`src/rtl/sig_acq_pkg.sv`:
```
// Shared constants for the TX FIFO arbiter: almost-full threshold and FSM state encodings.
package sig_acq_pkg;

  localparam logic [11:0] AFULL_LEVEL_DEF = 12'd2000;

  typedef enum logic [1:0] {
    IDLE = 2'd0,
    GNT0 = 2'd1,
    GNT1 = 2'd2
  } arb_state_t;

endpackage

```
`src/rtl/tx_fifo_arb_frame_cnt16.sv`:
```
// 16-bit wrapping count of completed frames for one source.
module frame_cnt16 (
  input  logic        clk,
  input  logic        rst,
  input  logic        inc,
  output logic [15:0] count
);

  always_ff @(posedge clk or negedge rst) begin
    if (!rst) begin
      count <= 16'd0;
    end else if (inc) begin
      count <= count + 16'd1;
    end
  end

endmodule

```
`src/rtl/tx_fifo_arb.sv`:
```
// Two-source frame arbiter feeding a UART TX FIFO; whole frames are granted round-robin
// and bytes are written one cycle after they are accepted.
module tx_fifo_arb
  import sig_acq_pkg::*;
#(
  parameter logic [11:0] AFULL_LEVEL = AFULL_LEVEL_DEF
) (
  input  logic        clk,
  input  logic        rst,
  input  logic        ena,
  input  logic        src0_valid,
  input  logic [7:0]  src0_data,
  input  logic        src0_last,
  output logic        src0_ready,
  input  logic        src1_valid,
  input  logic [7:0]  src1_data,
  input  logic        src1_last,
  output logic        src1_ready,
  output logic        tx_fifo_wen,
  output logic [7:0]  tx_fifo_wdata,
  input  logic        tx_fifo_full,
  input  logic [11:0] tx_fifo_usedw,
  output logic [15:0] frame_cnt0,
  output logic [15:0] frame_cnt1,
  output logic        busy
);

  arb_state_t state;
  arb_state_t state_nxt;
  logic       last_src;
  logic       afull;
  logic       xfer0;
  logic       xfer1;
  logic       done0;
  logic       done1;

  assign afull      = tx_fifo_full | (tx_fifo_usedw >= AFULL_LEVEL);
  assign src0_ready = (state == GNT0) & ~afull;
  assign src1_ready = (state == GNT1) & ~afull;
  assign xfer0      = src0_valid & src0_ready;
  assign xfer1      = src1_valid & src1_ready;
  assign done0      = xfer0 & src0_last;
  assign done1      = xfer1 & src1_last;
  assign busy       = (state != IDLE);

  // Under contention the source that did not finish the previous frame wins.
  always_comb begin
    state_nxt = state;
    case (state)
      IDLE: begin
        if (ena) begin
          if (src0_valid && src1_valid) begin
            state_nxt = last_src ? GNT0 : GNT1;
          end else if (src0_valid) begin
            state_nxt = GNT0;
          end else if (src1_valid) begin
            state_nxt = GNT1;
          end
        end
      end
      GNT0: begin
        if (done0) begin
          state_nxt = IDLE;
        end
      end
      GNT1: begin
        if (done1) begin
          state_nxt = IDLE;
        end
      end
      default: state_nxt = IDLE;
    endcase
  end

  always_ff @(posedge clk or negedge rst) begin
    if (!rst) begin
      state    <= IDLE;
      last_src <= 1'b1;
    end else begin
      state <= state_nxt;
      if (done0) begin
        last_src <= 1'b0;
      end else if (done1) begin
        last_src <= 1'b1;
      end
    end
  end

  // Write data holds its last value when no byte is transferred.
  always_ff @(posedge clk or negedge rst) begin
    if (!rst) begin
      tx_fifo_wen   <= 1'b0;
      tx_fifo_wdata <= 8'd0;
    end else begin
      tx_fifo_wen <= xfer0 | xfer1;
      if (xfer0) begin
        tx_fifo_wdata <= src0_data;
      end else if (xfer1) begin
        tx_fifo_wdata <= src1_data;
      end
    end
  end

  frame_cnt16 u_cnt0 (
    .clk   (clk),
    .rst   (rst),
    .inc   (done0),
    .count (frame_cnt0)
  );

  frame_cnt16 u_cnt1 (
    .clk   (clk),
    .rst   (rst),
    .inc   (done1),
    .count (frame_cnt1)
  );

endmodule

```
`config.mk`:
```
export PLATFORM = sky130hd
export DESIGN_NAME = tx_fifo_arb
export DESIGN_NICKNAME = d
export VERILOG_FILES = /design/src/rtl/sig_acq_pkg.sv /design/src/rtl/tx_fifo_arb_frame_cnt16.sv /design/src/rtl/tx_fifo_arb.sv
export SDC_FILE = /design/constraint.sdc
export NUM_CORES = 1
export LEC_CHECK = 0
export ABC_AREA = 1
export BUFFER_PORTS_ARGS = -buffer_cell sky130_fd_sc_hd__buf_2
export CAP_MARGIN = 20
export CORE_MARGIN = 2
export CORE_UTILIZATION = 46
export CTS_CLUSTER_DIAMETER = 80
export DETAILED_ROUTE_END_ITERATION = 10
export GPL_TIMING_DRIVEN = 1
export PLACE_DENSITY = 0.73
export SYNTH_ARGS = -nofsm -noshare
export SYNTH_HDL_FRONTEND = slang
export SYNTH_SLANG_ARGS = --single-unit
```
`constraint.sdc`:
```
create_clock -name clk -period 1.3 [get_ports clk]
set_input_delay 0.065 -clock clk [delete_from_list [all_inputs] [get_ports clk]]
set_output_delay 0.065 -clock clk [all_outputs]
set_load 0.02 [all_outputs]
```
==> metrics.csv, run 1 <==
metric;value;unit
status;finished, violations left;
violations;negative setup slack;
max_cap_viol_count;0;
crit_fanout;5;
cts_tree;done;
finalNonFillerCells;556;
endpoint_kind;register;
yosysTopAreaCell;dfrtp_1;
cts_root_buf;clkbuf_8;
hold_class;input pin to register;
synth_cells;336;
syn-num-nets;374;
critPathLaunchType;register;
grt_pass1_wl;12400;um
drc;0;
placementRows;27;
worstSetupPathType;register to register;
firstDrtPassIters;4;
ios;80;
fin_ws;-0.152;ns
r2r_cells;8;
fmax;0.688;GHz
dpl_cell_area;3430;um^2
diodes;0;
min_period;1.45;ns
routabilityCongestion;0.897;
dp_hpwl;4920;um
timing.setup.tns;-3.18;ns
setup_violations;42;
syn2layout_area_growth;62.6;%
cpPeakStageDelay;0.43;ns
coreArea;5440;um^2
avgViaCountPerCell;5.12;
hold-worst-slack;0.0204;ns
dieArea;6200;um^2
tightestPinTransition;0.356;ns
crit_slowest_cell;dfrtp_1;
synth-seq-cells;44;
final_nets;521;
dp.cells;521;
yosys_warnings;0;
die_w;78.7;um
start_util;0.472;
power.density;1410;nW/um^2
grt_use_total;0.248;
peakVddDrop;0.811;mV
wirelength;8130;um
ys_seq_area_frac;0.429;
gr-total-overflow;0;
post-route-period-util;1.12;
grt_max_degree;26;
numCtsBuffers;5;
hold_violations;0;
numPortBuffers;75;
finalPower;5.90;mW
fp.dieH;78.7;um
vias;2845;
synthTopCellsByArea;dfrtp_1 42%, nand2_1 15%, inv_1 6.7%;
drive_above_1_share;0.494;
final_area;4180;um^2
rsz0062_at_grt;yes;
yosys.area.top_type_share;0.419;
cts_sinks;44;
final_common_cell;nand2_1;
synth_area;2570;um^2
clock_latency;0.31;ns
clk_path_buf_depth;2;
htreeDepth;2;
crit_required;1.55;ns
holdPathStages;3;
path_cells;inv_2 -> nor2_4 -> nand4_4 -> nor2_8 -> buf_6 -> buf_4 -> nand4_2 -> nand2_1;
clk_pin_slew;0.10;ns
final_cell_mix;80 x nand2_1, 73 x buf_2, 42 x inv_1, 41 x buf_4, 30 x dfrtp_1;
worstPathArrival;1.70;ns
wire_per_inst;14.6;um
drt_iter0_markers;165;
grt_pass1_vias;2757;
max_slew_margin;0.762;
synth.avg_cell_area;7.64;um^2
finClkSkew;0.00844;ns
leakagePower;2.15;nW
antenna_found_initial;0;
slew_viol_final;0;
synth.distinct_cells;26;
final_antenna_net_count;0;
synthesized netlist by cell type:
library cell	instances
nor2_8	2
inv_1	46
buf_8	1
o21bai_1	1
nand3_1	26
a21oi_1	1
nand4_2	3
nor2_1	25
clkbuf_1	1
ha_1	2
nor2_4	2
xor2_1	16
nor2_2	1
nand4_4	2
inv_2	3
nor3_1	13
buf_6	3
o21ai_1	1
o21ai_0	31
xnor2_1	3
nand3b_1	1
nand2_2	1
dfstp_2	1
dfrtp_1	43
nand4_1	5
nand2_1	102
cell type report:
class | count | area, um^2
clock buffer | 5 | 68.8
sequential | 44 | 1120
timing repair buffer | 144 | 1040
inverter | 49 | 199
fill | 364 | 1260
clock inverter | 3 | 90.1
tap | 72 | 90.1
multi-input combinational | 239 | 1570
critical path: cells and delay by family, from the launching register on:
kind / cells / cell delay [ns]
and+or+nand+nor: 5 / 0.64
DFF: 1 / 0.43
buffers and inverters: 3 / 0.32
path summary, 6_finish.rpt:
path | start | endpoint | slack [ns]
min in group asynchronous | rst | tx_fifo_wdata[4] | 0.12
min | src1_data[3] | tx_fifo_wdata[3] | 0.02
min reg2reg | tx_fifo_wdata[5] | tx_fifo_wdata[5] | 0.49
max reg2reg | state[0] | u_cnt0.count[10] | -0.15
max in group asynchronous | rst | last_src | 0.70
max | state[0] | u_cnt0.count[10] | -0.15
stage by stage:
stage           util  setup slack, ns
6_report       0.768           -0.152
5_1_grt        0.768           -0.267
4_1_cts        0.727          -0.0931
3_5_place_dp   0.631           -0.159
3_3_place_gp   0.631          -0.0595
2_1_floorplan      -          -0.0296
sequential cells by signal, indices dropped and copies added (netlist names):
name	cells
u_cnt1.count	16
state	2
u_cnt0.count	16
last_src	1
tx_fifo_wdata	8
tx_fifo_wen	1
where the power goes:
part           internal [mW]  switching, mW
Clock                  0.962          0.531
Sequential              1.72          0.375
Combinational          0.958           1.35
cells by family after synthesis:
| group | share of synthesized area |
|---|---|
| buffers and inverters | 0.0921 |
| and+or+nand+nor | 0.337 |
| AOI/OAI and AO/OA | 0.0672 |
| xor gates and xnor gates | 0.0648 |
| adders and majority gates | 0.00974 |
| DFF | 0.429 |
repair_timing:
item                                    CTS  global route
endpoints found under the setup margin   42            45
pin swaps                                 8            18
cloned                                    3             0
setup buffers                             9             9
gates resized for setup                  58            64
hold endpoints to repair                 50             1
hold buffers                              8             1
layer usage:
metal,vias up,track usage,share of wire
li1,1359,-,-
met1,1385,0.294,0.41
met2,87,0.466,0.54
met3,14,0.0398,0.038
met4,0,0.0632,0.019
met5,-,0,0
No activity file was read; power rests on OpenSTA's default activity.
==> inputs of run 2 (changes only) <==
--- a/config.mk
+++ b/config.mk
@@ -6,7 +6,7 @@
 export NUM_CORES = 1
 export LEC_CHECK = 0
 export ABC_AREA = 1
-export BUFFER_PORTS_ARGS = -buffer_cell sky130_fd_sc_hd__buf_2
+export BUFFER_PORTS_ARGS = -buffer_cell sky130_fd_sc_hd__clkbuf_2
 export CAP_MARGIN = 20
 export CORE_MARGIN = 2
 export CORE_UTILIZATION = 46
==> metrics.csv, run 2 (synthesis results as in run 1) <==
metric;value;unit
critPathTopFamily;flip-flops;
coreArea;5440;um^2
endpoint_kind;register;
dieArea;6200;um^2
gr-total-overflow;0;
finClkSkew;0.00558;ns
wirelength;7260;um
clk_path_buf_depth;2;
peakVddDrop;0.808;mV
drc;0;
power.density;1270;nW/um^2
cts_root_buf;clkbuf_8;
numPortBuffers;75;
fp.dieH;78.7;um
numCtsBuffers;5;
fin_ws;-0.137;ns
path_cells;inv_2 -> nor2_4 -> nand4_4 -> buf_6 -> o21ai_0 -> o21ai_1 -> nand2_1;
cts_tree;done;
dp_hpwl;4800;um
htreeDepth;2;
hold_violations;0;
diodes;0;
grt_pass1_vias;2637;
leakagePower;2.07;nW
min_period;1.44;ns
ios;80;
grt_use_total;0.230;
syn2layout_area_growth;57.0;%
vias;2737;
worstPathArrival;1.67;ns
clk_pin_slew;0.09;ns
final_area;4030;um^2
clock_latency;0.29;ns
final_common_cell;nand2_1;
tightestPinTransition;0.376;ns
fmax;0.696;GHz
reg_top3;u_cnt0.count x16, u_cnt1.count x16, tx_fifo_wdata x8;
setup_violations;42;
rsz0062_at_grt;yes;
final_nets;526;
placementRows;27;
status;finished, violations left;
wire_per_inst;12.9;um
violations;negative setup slack;
cpPeakStageDelay;0.43;ns
worstSetupPathType;register to register;
max_cap_viol_count;0;
grt_max_degree;45;
cp_num_buf_inv;2;
crit_fanout;4;
max_slew_margin;0.749;
dpl_cell_area;3430;um^2
final_util;0.741;
final_cell_mix;87 x nand2_1, 73 x clkbuf_2, 56 x buf_4, 42 x inv_1, 29 x dfrtp_1;
grt_pass1_wl;11400;um
slew_viol_final;0;
firstDrtPassIters;4;
hold_class;input pin to register;
cts_sinks;44;
die_w;78.7;um
final_antenna_net_count;0;
avgViaCountPerCell;4.88;
post-route-period-util;1.11;
crit_required;1.54;ns
antenna_found_initial;0;
start_util;0.472;
drive_above_1_share;0.468;
routabilityCongestion;0.906;
drt_iter0_markers;115;
finalPower;5.10;mW
critPathLaunchType;register;
crit_slowest_cell;dfrtp_1;
run 2: final timing paths:
path,cells after the start,startpoint,slack (ns),endpoint
max in group asynchronous,3,rst,0.76,last_src
hold / removal,3,src0_data[3],0.01,tx_fifo_wdata[3]
setup reg to reg,7,state[1],-0.14,tx_fifo_wdata[0]
min in group asynchronous,3,rst,0.28,tx_fifo_wdata[4]
setup / recovery,7,state[1],-0.14,tx_fifo_wdata[0]
hold reg to reg,2,tx_fifo_wdata[7],0.50,tx_fifo_wdata[7]
run 2: timing repair:
| item | CTS | global route |
|---|---|---|
| buffers inserted | 9 | 15 |
| endpoints found under the setup margin | 41 | 44 |
| resized for setup | 37 | 52 |
| pin swaps | 9 | 12 |
| hold buffers | 5 | 2 |
| gates cloned | 3 | 0 |
| endpoints found under the hold margin | 47 | 2 |
run 2: stage by stage:
stage,hold slack (ns),cells,setup WS [ns],setup TNS (ns)
floorplan,-0.231,336,-0.0296,-0.0609
global placement,0.0652,520,-0.0469,-0.543
detailed placement,0.0669,520,-0.120,-2.21
CTS,0.00221,545,-0.0780,-1.45
global route,0.0148,561,-0.261,-5.14
finish,0.0140,561,-0.137,-1.71
run 2: layout make-up:
cell class	instances	area, um^2
well taps	72	90.1
multi-input cells	239	1500
flip-flops and latches	44	1120
fillers	406	1410
repair buffers	149	1030
inverters	49	196
clock inverters	2	10.0
clock buffers	6	82.6
run 2: worst reg2reg max path, delay by kind of cell, from the launching register on:
kind | cells | cell delay (ns)
flops | 1 | 0.43
simple gates | 3 | 0.36
compound gates | 2 | 0.33
buf+inv | 2 | 0.26
run 2: layer usage:
layer | track usage | wire length (um) | vias to the layer above
met2 | 0.435 | 3860 | 72
met1 | 0.268 | 2950 | 1281
met4 | 0.0596 | 153 | 0
met3 | 0.0375 | 294 | 13
li1 | - | - | 1371
met5 | 0 | 0 | -
run 2: power breakdown:
| part | internal, mW | total (mW) | switching [mW] |
|---|---|---|---|
| combinational | 0.886 | 2.14 | 1.25 |
| clock | 0.425 | 0.900 | 0.475 |
| sequential | 1.72 | 2.06 | 0.343 |
| total | 3.03 | 5.10 | 2.07 |
